File: config.mk
export PLATFORM = sky130hd
export DESIGN_NAME = button_bank_flat
export DESIGN_NICKNAME = d
export VERILOG_FILES = /design/src/rtl/button_bank_if.sv /design/src/rtl/button_bank.sv /design/src/flat_wrapper.sv
export SDC_FILE = /design/constraint.sdc
export NUM_CORES = 1
export LEC_CHECK = 0
export CORE_MARGIN = 2
export CORE_UTILIZATION = 40
export CTS_BUF_LIST = sky130_fd_sc_hd__clkbuf_8
export CTS_CLUSTER_DIAMETER = 60
export CTS_CLUSTER_SIZE = 40
export DETAILED_ROUTE_END_ITERATION = 8
export GPL_TIMING_DRIVEN = 0
export PLACE_DENSITY = 0.66
export SETUP_SLACK_MARGIN = 0.4
export SKIP_LAST_GASP = 1
export SYNTH_ARGS = -nofsm -noshare
export SYNTH_HDL_FRONTEND = slang
export SYNTH_SLANG_ARGS = --single-unit
File: constraint.sdc
create_clock -name clk -period 8.6 [get_ports clk]
set_clock_uncertainty 0.15 [all_clocks]
set_input_delay 1.29 -clock clk [delete_from_list [all_inputs] [get_ports clk]]
set_output_delay 1.29 -clock clk [all_outputs]
set_load 0.1 [all_outputs]
File: src/rtl/button_bank_if.sv
// Front-panel button bank signal group.
// The _i / _o suffixes are named from the debouncer's point of view.
interface button_bank_if #(
    parameter int CHANNELS = 4
);
    logic [CHANNELS-1:0] button_i;      // raw asynchronous pins
    logic [CHANNELS-1:0] clear_i;       // synchronous per-channel status clear
    logic [CHANNELS-1:0] pressed_o;     // debounced logical level
    logic [CHANNELS-1:0] press_o;       // one-cycle press pulse
    logic [CHANNELS-1:0] release_o;     // one-cycle release pulse
    logic [CHANNELS-1:0] long_press_o;  // one-cycle long-press pulse
    logic [CHANNELS-1:0] status_o;      // toggle latch or level

    // Board / control-register side: drives pins and clears, observes results.
    modport master (
        output button_i, clear_i,
        input  pressed_o, press_o, release_o, long_press_o, status_o
    );

    // Debouncer side.
    modport slave (
        input  button_i, clear_i,
        output pressed_o, press_o, release_o, long_press_o, status_o
    );
endinterface

File: src/rtl/button_bank.sv
// Multi-channel push-button debouncer with press/release/long-press pulses
// and a per-channel status bit (press-toggled latch or debounced level).
module button_bank #(
    parameter int                  CHANNELS        = 4,
    parameter int                  CNT_W           = 16,
    parameter int                  DEBOUNCE_CYCLES = 50000,
    parameter int                  LONG_CYCLES     = 0,
    parameter int                  ACTIVE_LOW      = 1,
    parameter logic [CHANNELS-1:0] TOGGLE_MASK     = {CHANNELS{1'b1}},
    parameter logic [CHANNELS-1:0] INIT_STATUS     = {CHANNELS{1'b0}}
) (
    input  logic          clk,
    input  logic          reset,
    button_bank_if.slave  bus
);

    // Pin level while the button is not pressed.
    localparam logic             IDLE_LVL = (ACTIVE_LOW != 0);
    localparam logic [CNT_W-1:0] DB_LAST  = CNT_W'(DEBOUNCE_CYCLES - 1);
    localparam longint           CNT_SPAN = longint'(1) << CNT_W;
    localparam bit               CFG_OK   = (DEBOUNCE_CYCLES >= 1)
                                         && (CNT_SPAN > longint'(DEBOUNCE_CYCLES))
                                         && (CNT_SPAN > longint'(LONG_CYCLES));

    // Counters too narrow for the requested intervals would never terminate.
    always @(posedge clk) begin
        assert (CFG_OK) else $error("button_bank: CNT_W too narrow for DEBOUNCE_CYCLES/LONG_CYCLES");
    end

    genvar gi;
    for (gi = 0; gi < CHANNELS; gi++) begin : g_ch
        localparam logic ST_RST = TOGGLE_MASK[gi] & INIT_STATUS[gi];

        logic             sync1_q, sync2_q;
        logic             raw;
        logic [CNT_W-1:0] cnt_q, cnt_d;
        logic             pressed_q, pressed_d;
        logic             press_q, release_q, long_q;
        logic             long_fired_q, long_fired_d;
        logic             status_q, status_d;
        logic             rise, fall, long_hit;

        // 1 = pressed, independent of pin polarity.
        assign raw  = sync2_q ^ IDLE_LVL;
        assign rise = pressed_d & ~pressed_q;
        assign fall = ~pressed_d & pressed_q;

        // Debounce: any matching sample restarts the run; a full run of
        // mismatches adopts the new level and restarts the counter.
        always_comb begin
            cnt_d     = '0;
            pressed_d = pressed_q;
            if (raw != pressed_q) begin
                if (cnt_q == DB_LAST) begin
                    pressed_d = raw;
                end else begin
                    cnt_d = cnt_q + 1'b1;
                end
            end
        end

        if (LONG_CYCLES > 0) begin : g_long
            localparam logic [CNT_W-1:0] HOLD_MAX = CNT_W'(LONG_CYCLES);
            logic [CNT_W-1:0] hold_q, hold_d;

            // Hold timer: counts while held, saturates, clears when released.
            always_comb begin
                hold_d = '0;
                if (pressed_q) begin
                    hold_d = (hold_q == HOLD_MAX) ? hold_q : hold_q + 1'b1;
                end
            end

            // Hold timer register.
            always_ff @(posedge clk or posedge reset) begin
                if (reset) begin
                    hold_q <= '0;
                end else begin
                    hold_q <= hold_d;
                end
            end

            // Fires only on the step into saturation, so never repeats.
            assign long_hit = pressed_q && (hold_q != HOLD_MAX) && (hold_d == HOLD_MAX);
        end else begin : g_no_long
            assign long_hit = 1'b0;
        end

        // Remember whether this hold already produced a long press.
        always_comb begin
            long_fired_d = long_fired_q;
            if (fall) begin
                long_fired_d = 1'b0;
            end else if (long_hit) begin
                long_fired_d = 1'b1;
            end
        end

        if (TOGGLE_MASK[gi]) begin : g_toggle
            // Toggle on a short-press release; clear overrides the toggle.
            always_comb begin
                status_d = status_q;
                if (bus.clear_i[gi]) begin
                    status_d = INIT_STATUS[gi];
                end else if (fall && !long_fired_q) begin
                    status_d = ~status_q;
                end
            end
        end else begin : g_level
            assign status_d = pressed_d;
        end

        // Channel state registers.
        always_ff @(posedge clk or posedge reset) begin
            if (reset) begin
                sync1_q      <= IDLE_LVL;
                sync2_q      <= IDLE_LVL;
                cnt_q        <= '0;
                pressed_q    <= 1'b0;
                press_q      <= 1'b0;
                release_q    <= 1'b0;
                long_q       <= 1'b0;
                long_fired_q <= 1'b0;
                status_q     <= ST_RST;
            end else begin
                sync1_q      <= bus.button_i[gi];
                sync2_q      <= sync1_q;
                cnt_q        <= cnt_d;
                pressed_q    <= pressed_d;
                press_q      <= rise;
                release_q    <= fall;
                long_q       <= long_hit;
                long_fired_q <= long_fired_d;
                status_q     <= status_d;
            end
        end

        assign bus.pressed_o[gi]    = pressed_q;
        assign bus.press_o[gi]      = press_q;
        assign bus.release_o[gi]    = release_q;
        assign bus.long_press_o[gi] = long_q;
        assign bus.status_o[gi]     = status_q;
    end

endmodule

File: src/flat_wrapper.sv
// flat-port wrapper written by rule: the top's interface ports become plain ports
module button_bank_flat 
#(
    parameter int                  CHANNELS        = 4,
    parameter int                  CNT_W           = 16,
    parameter int                  DEBOUNCE_CYCLES = 50000,
    parameter int                  LONG_CYCLES     = 0,
    parameter int                  ACTIVE_LOW      = 1,
    parameter logic [CHANNELS-1:0] TOGGLE_MASK     = {CHANNELS{1'b1}},
    parameter logic [CHANNELS-1:0] INIT_STATUS     = {CHANNELS{1'b0}}
)
  (clk, reset, bus_button_i, bus_clear_i, bus_pressed_o, bus_press_o, bus_release_o, bus_long_press_o, bus_status_o);
  button_bank_if #(.CHANNELS(CHANNELS)) bus_i ();
  input  logic clk;
  input  logic reset;
  input wire logic [$bits(bus_i.button_i)-1:0] bus_button_i;
  input wire logic [$bits(bus_i.clear_i)-1:0] bus_clear_i;
  output wire logic [$bits(bus_i.pressed_o)-1:0] bus_pressed_o;
  output wire logic [$bits(bus_i.press_o)-1:0] bus_press_o;
  output wire logic [$bits(bus_i.release_o)-1:0] bus_release_o;
  output wire logic [$bits(bus_i.long_press_o)-1:0] bus_long_press_o;
  output wire logic [$bits(bus_i.status_o)-1:0] bus_status_o;
  assign bus_i.button_i = bus_button_i;
  assign bus_i.clear_i = bus_clear_i;
  assign bus_pressed_o = bus_i.pressed_o;
  assign bus_press_o = bus_i.press_o;
  assign bus_release_o = bus_i.release_o;
  assign bus_long_press_o = bus_i.long_press_o;
  assign bus_status_o = bus_i.status_o;
  button_bank #(.CHANNELS(CHANNELS), .CNT_W(CNT_W), .DEBOUNCE_CYCLES(DEBOUNCE_CYCLES), .LONG_CYCLES(LONG_CYCLES), .ACTIVE_LOW(ACTIVE_LOW), .TOGGLE_MASK(TOGGLE_MASK), .INIT_STATUS(INIT_STATUS)) u_core (.clk(clk), .reset(reset), .bus(bus_i));
endmodule
**Yosys cells after proc, flatten, opt, wreduce, memory -nomap -nowiden**

Index checks and enable logic that the tools add are counted.

- Register bits: 88
- Input port bits: 10
- Output and inout bits: 20

- Add/sub/neg operators: 4
- Eq/ne operators: 8
- Muxes and demuxes: 24
- Bitwise gates (word level): 24
- Reductions and logical operators: 4

Operators by type and width:

| cell | number |
|---|---|
| 16-bit 2-to-1 mux | 8 |
| 16-bit by 1-bit adder with 16-bit output (second input constant) | 4 |
| 16-bit equality test (second input constant) | 4 |
| 1-bit 2-to-1 mux | 16 |
| 1-bit NOT | 16 |
| 1-bit bitwise AND | 8 |
| 2-bit nonzero test | 4 |
| 1-bit inequality test | 4 |

**Logic depth before layout (Yosys ltp)**

- Word-level depth: 7
- Mapped depth: 7
- Depth with buffers taken out: 5

**Worst setup path before layout**

OpenSTA, ideal clock, no wires.

- Kind: reg-to-reg
- From: reg u_core.g_ch[2].cnt_q[5]
- To: reg u_core.g_ch[2].status_q
- Setup time: 0.127 ns
- Arrival: 1.912 ns
- Required time: 8.323 ns
- Slack: 6.411 ns
- Stages on the path, launching flop included: 5
- Buffers on the path: 0
- Cell sequence: dfrtp_1 -> or4b_1 -> or4_4 -> nor2_4 -> mux2_1

- Cells in the longest elaborated chain, start to end: 6

RTL lines:

| what | RTL line | RTL |
|---|---|---|
| start: declaration | button_bank.sv:36 | `logic [CNT_W-1:0] cnt_q, cnt_d;` |
| start signal: assignment | button_bank.sv:128 | `cnt_q <= cnt_d;` |
| 16-bit equality test | button_bank.sv:54 | `if (cnt_q == DB_LAST) begin` |
| 1-bit 2-to-1 mux | button_bank.sv:54 |  |
| 1-bit 2-to-1 mux | button_bank.sv:53 | `if (raw != pressed_q) begin` |
| 1-bit NOT | button_bank.sv:46 | `assign fall = ~pressed_d & pressed_q;` |
| 1-bit bitwise AND | button_bank.sv:46 |  |
| via u_core.g_ch[2].fall | button_bank.sv:41 | `logic rise, fall, long_hit;` |
| 2-bit nonzero test (no source line) | - |  |
| end signal: assignment | button_bank.sv:134 | `status_q <= status_d;` |
| end: declaration | button_bank.sv:40 | `logic status_q, status_d;` |

The timed path passes the listed nets, and every way through them passes these cells.
A chain may end at the register's enable or synchronous reset.

**Worst setup path after layout**

- From: reg u_core.g_ch[0].pressed_q
- To: out bus_pressed_o[0]

RTL lines:

| what | RTL line | RTL |
|---|---|---|
| start: declaration | button_bank.sv:37 | `logic pressed_q, pressed_d;` |
| start signal: assignment | button_bank.sv:129 | `pressed_q <= pressed_d;` |
| end: declaration | flat_wrapper.sv:18 | `output wire logic [$bits(bus_i.pressed_o)-1:0] bus_pressed_o;` |

No word-level cell between the ends.

==> impl_metrics.yaml <==
outcome:
  status: "completed"
finish:
  seqCellArea_um2: 2210
  syn2layout_area_growth_pct: 15.5
  nets: 463
  fillers: 984
  final_area_um2: 4780
  drive_gt1_frac: 0.130
  multi_input_area_um2: 1730
  antenna_cells: 0
clocking:
  cts_resized: 0
  cts_buffers: 9
  postCtsSetupRepairBufs: 0
  clock_latency_ps: 360
  cts_sinks: 88
  clk_path_buf_depth: 2
  root_buffer: "clkbuf_8"
  cts_tree: "done"
  path_clk_slew_ps: 90
  hold_buffers: 0
  ctsHtreeMaxLevel: 3
critical_path:
  crit_buf_inv: 2
  max_stage_delay_ps: 1110
  path_max_fanout: 5
  worstPathArrival_ps: 2050
  startpoint_type: "register"
  cp-end-kind: "output port"
  cp_slowest_cell: "clkdlybuf4s50_1"
  required_ps: 7160
  critical-path-top-delay-family: "buffers and inverters"
  worstPathCellList: "buf_4 -> clkdlybuf4s50_1"
  path_class: "reg -> out"
logic_synthesis:
  synth_enable_flop_cells: 0
  syn_inst: 409
  synth_cell_types: 40
  synth_area_leaders: "dfrtp_1, xnor2_1, nor2_1, dfstp_2, buf_4"
  synth_area_per_cell_um2: 10.1
  synth-seq-cells: 88
  yosysMostFrequentCell: "dfrtp_1"
  synth_seq_area_share: 0.534
  netlist.area_leader.share: 0.483
  yosysWarnings: 0
  synthArstFlopShare: 1.00
  synth.cells.most_frequent: "dfrtp_1, nor2_1, xnor2_1"
  synth_area_um2: 4140
  synth_top_area_cell: "dfrtp_1"
  synthFlopType: "dfrtp_1"
global_routing:
  antenna_found_initial: 0
  grt_pass1_vias: 2804
  grtUsageTotal: 0.138
  grt_pass1_wl_um: 12500
  grt.overflow.total: 0
  grt_max_degree: 75
sta:
  max_clock_freq_mhz: 286
  hold_viol_final: 0
  worst_pin_slew_ps: 970
  slew_headroom: 0.351
  fin_ws_ps: 5110
  rsz0062_at_grt: "false"
  report.final.slew_viol_count: 0
  setup_viol: 0
  holdWs_ps: 209
  fin_setup_tns_ps: 0
  fin_crit_ps: 3490
  fin_crit_sh: 0.406
route:
  first_pass_iters: 4
  drc_errors: 0
  viasPerCell: 4.89
  wirelength_um: 7050
  drtAntennaViolNets: 0
  routedWlPerCell_um: 11.9
  vias: 2887
  drt_iter0_drc: 115
pwr:
  switchingPower_uw: 185
  leakage_nw: 1.90
  p_int_uw: 541
  ir_drop_v: 0.0000622
  swShare: 0.255
  clock_power_share: 0.356
  p_seq_frac: 0.591
  powerDensity_nw_per_um2: 152
  p_comb_frac: 0.053
placement:
  dp_slack_ps: 5480
  dpl-instance-area_um2: 4600
  port_buffers: 25
  gp_congestion: 0.839
  post-dp-hpwl_um: 4870
die:
  die_x_um: 106
  start_util: 0.407
  pin_count: 30
  core_um2: 10200
  rows: 37
  die_h_um: 106
  dieArea_um2: 11200
job:
  cap_violations: 0
worst_hold_path:
  hp-class: "reg -> reg"
layout make-up:
type,count,area share
buffer,25,0.0366
clock buffer,9,0.0259
clock inverter,7,0.0118
inverter,10,0.00837
multi-input combinational,289,0.361
sequential,88,0.462
tap,136,0.0356
timing repair buffer,26,0.0581
power by group through the flow:
| stage | sequential [mW] | combinational [mW] | clock (mW) |
|---|---|---|---|
| 2_1_floorplan | 0.435 | 0.0282 | 0 |
| 3_3_place_gp | 0.436 | 0.0375 | 0 |
| 3_5_place_dp | 0.436 | 0.0401 | 0 |
| 4_1_cts | 0.428 | 0.0401 | 0.270 |
| 5_1_grt | 0.430 | 0.0447 | 0.288 |
| 6_report | 0.428 | 0.0388 | 0.258 |
worst reg2reg max path, stage by stage, from the launching register on:
cell     delay, ps
dfrtp_1        410
ha_1           260
nand3_2        170
or4_1          500
buf_2          180
o21ai_2        280
buf_2          290
nor2_1          80
layout by cell type (no fill, tap or decap), types with 5 or more instances in the layout:
cell type,count
nand4_1,14
buf_4,21
dfstp_2,8
nor3_1,18
a21oi_1,6
inv_1,9
o21ai_0,6
xnor2_1,40
nor2_1,73
dfrtp_1,80
nand3_1,22
xor2_1,15
nand2_1,28
clkbuf_8,9
clkdlybuf4s50_1,25
nor4_1,13
and3_1,5
flip-flops by register name, summed over array words and instances (netlist names):
| signal | count |
|---|---|
| u_core.g_ch.release_q | 4 |
| u_core.g_ch.status_q | 4 |
| u_core.g_ch.cnt_q | 64 |
| u_core.g_ch.press_q | 4 |
| u_core.g_ch.pressed_q | 4 |
| u_core.g_ch.sync1_q | 4 |
| u_core.g_ch.sync2_q | 4 |
layer usage:
layer / up-vias / global-route usage / share of wire
li1: 1457 / - / -
met4: 0 / 0.0517 / 0.015
met3: 8 / 0.0371 / 0.024
met5: - / 0 / 0
met2: 35 / 0.216 / 0.47
met1: 1387 / 0.183 / 0.49
logic make-up (layout without fill, tap and decap cells):
group,after synthesis,count (layout),share of synthesized area
XOR/XNOR,55,55,0.116
AND/OR/NAND/NOR,205,205,0.251
buffers and inverters,35,77,0.0513
other,1,4,0.000905
adder cells (fa/ha/maj),4,4,0.0121
AO/OA/AOI/OAI,18,18,0.0260
flip-flops,88,88,0.534
multiplexers,3,3,0.00815
per-stage QoR:
stage / util / instances / total power [mW]
CTS: 0.470 / 590 / 0.739
finish: 0.470 / 590 / 0.725
detailed placement: 0.452 / 574 / 0.476
global route: 0.470 / 590 / 0.762
floorplan: - / 412 / 0.463
global placement: 0.449 / 573 / 0.474
worst paths after layout:
kind	cells past startpoint	slack, ps	to	startpoint
max	2	5110	bus_pressed_o[0]	u_core.g_ch[0].pressed_q$_DFF_PP0_
min	0	210	u_core.g_ch[2].sync2_q$_DFF_PP1_	u_core.g_ch[2].sync1_q$_DFF_PP1_
max reg2reg	7	6170	u_core.g_ch[1].cnt_q[14]$_DFF_PP0_	u_core.g_ch[1].cnt_q[0]$_DFF_PP0_
min reg2reg	0	210	u_core.g_ch[2].sync2_q$_DFF_PP1_	u_core.g_ch[2].sync1_q$_DFF_PP1_
max in group asynchronous	3	6620	u_core.g_ch[2].sync1_q$_DFF_PP1_	reset
min in group asynchronous	2	1040	u_core.g_ch[3].pressed_q$_DFF_PP0_	reset
Power figures use the tool's default switching activity.
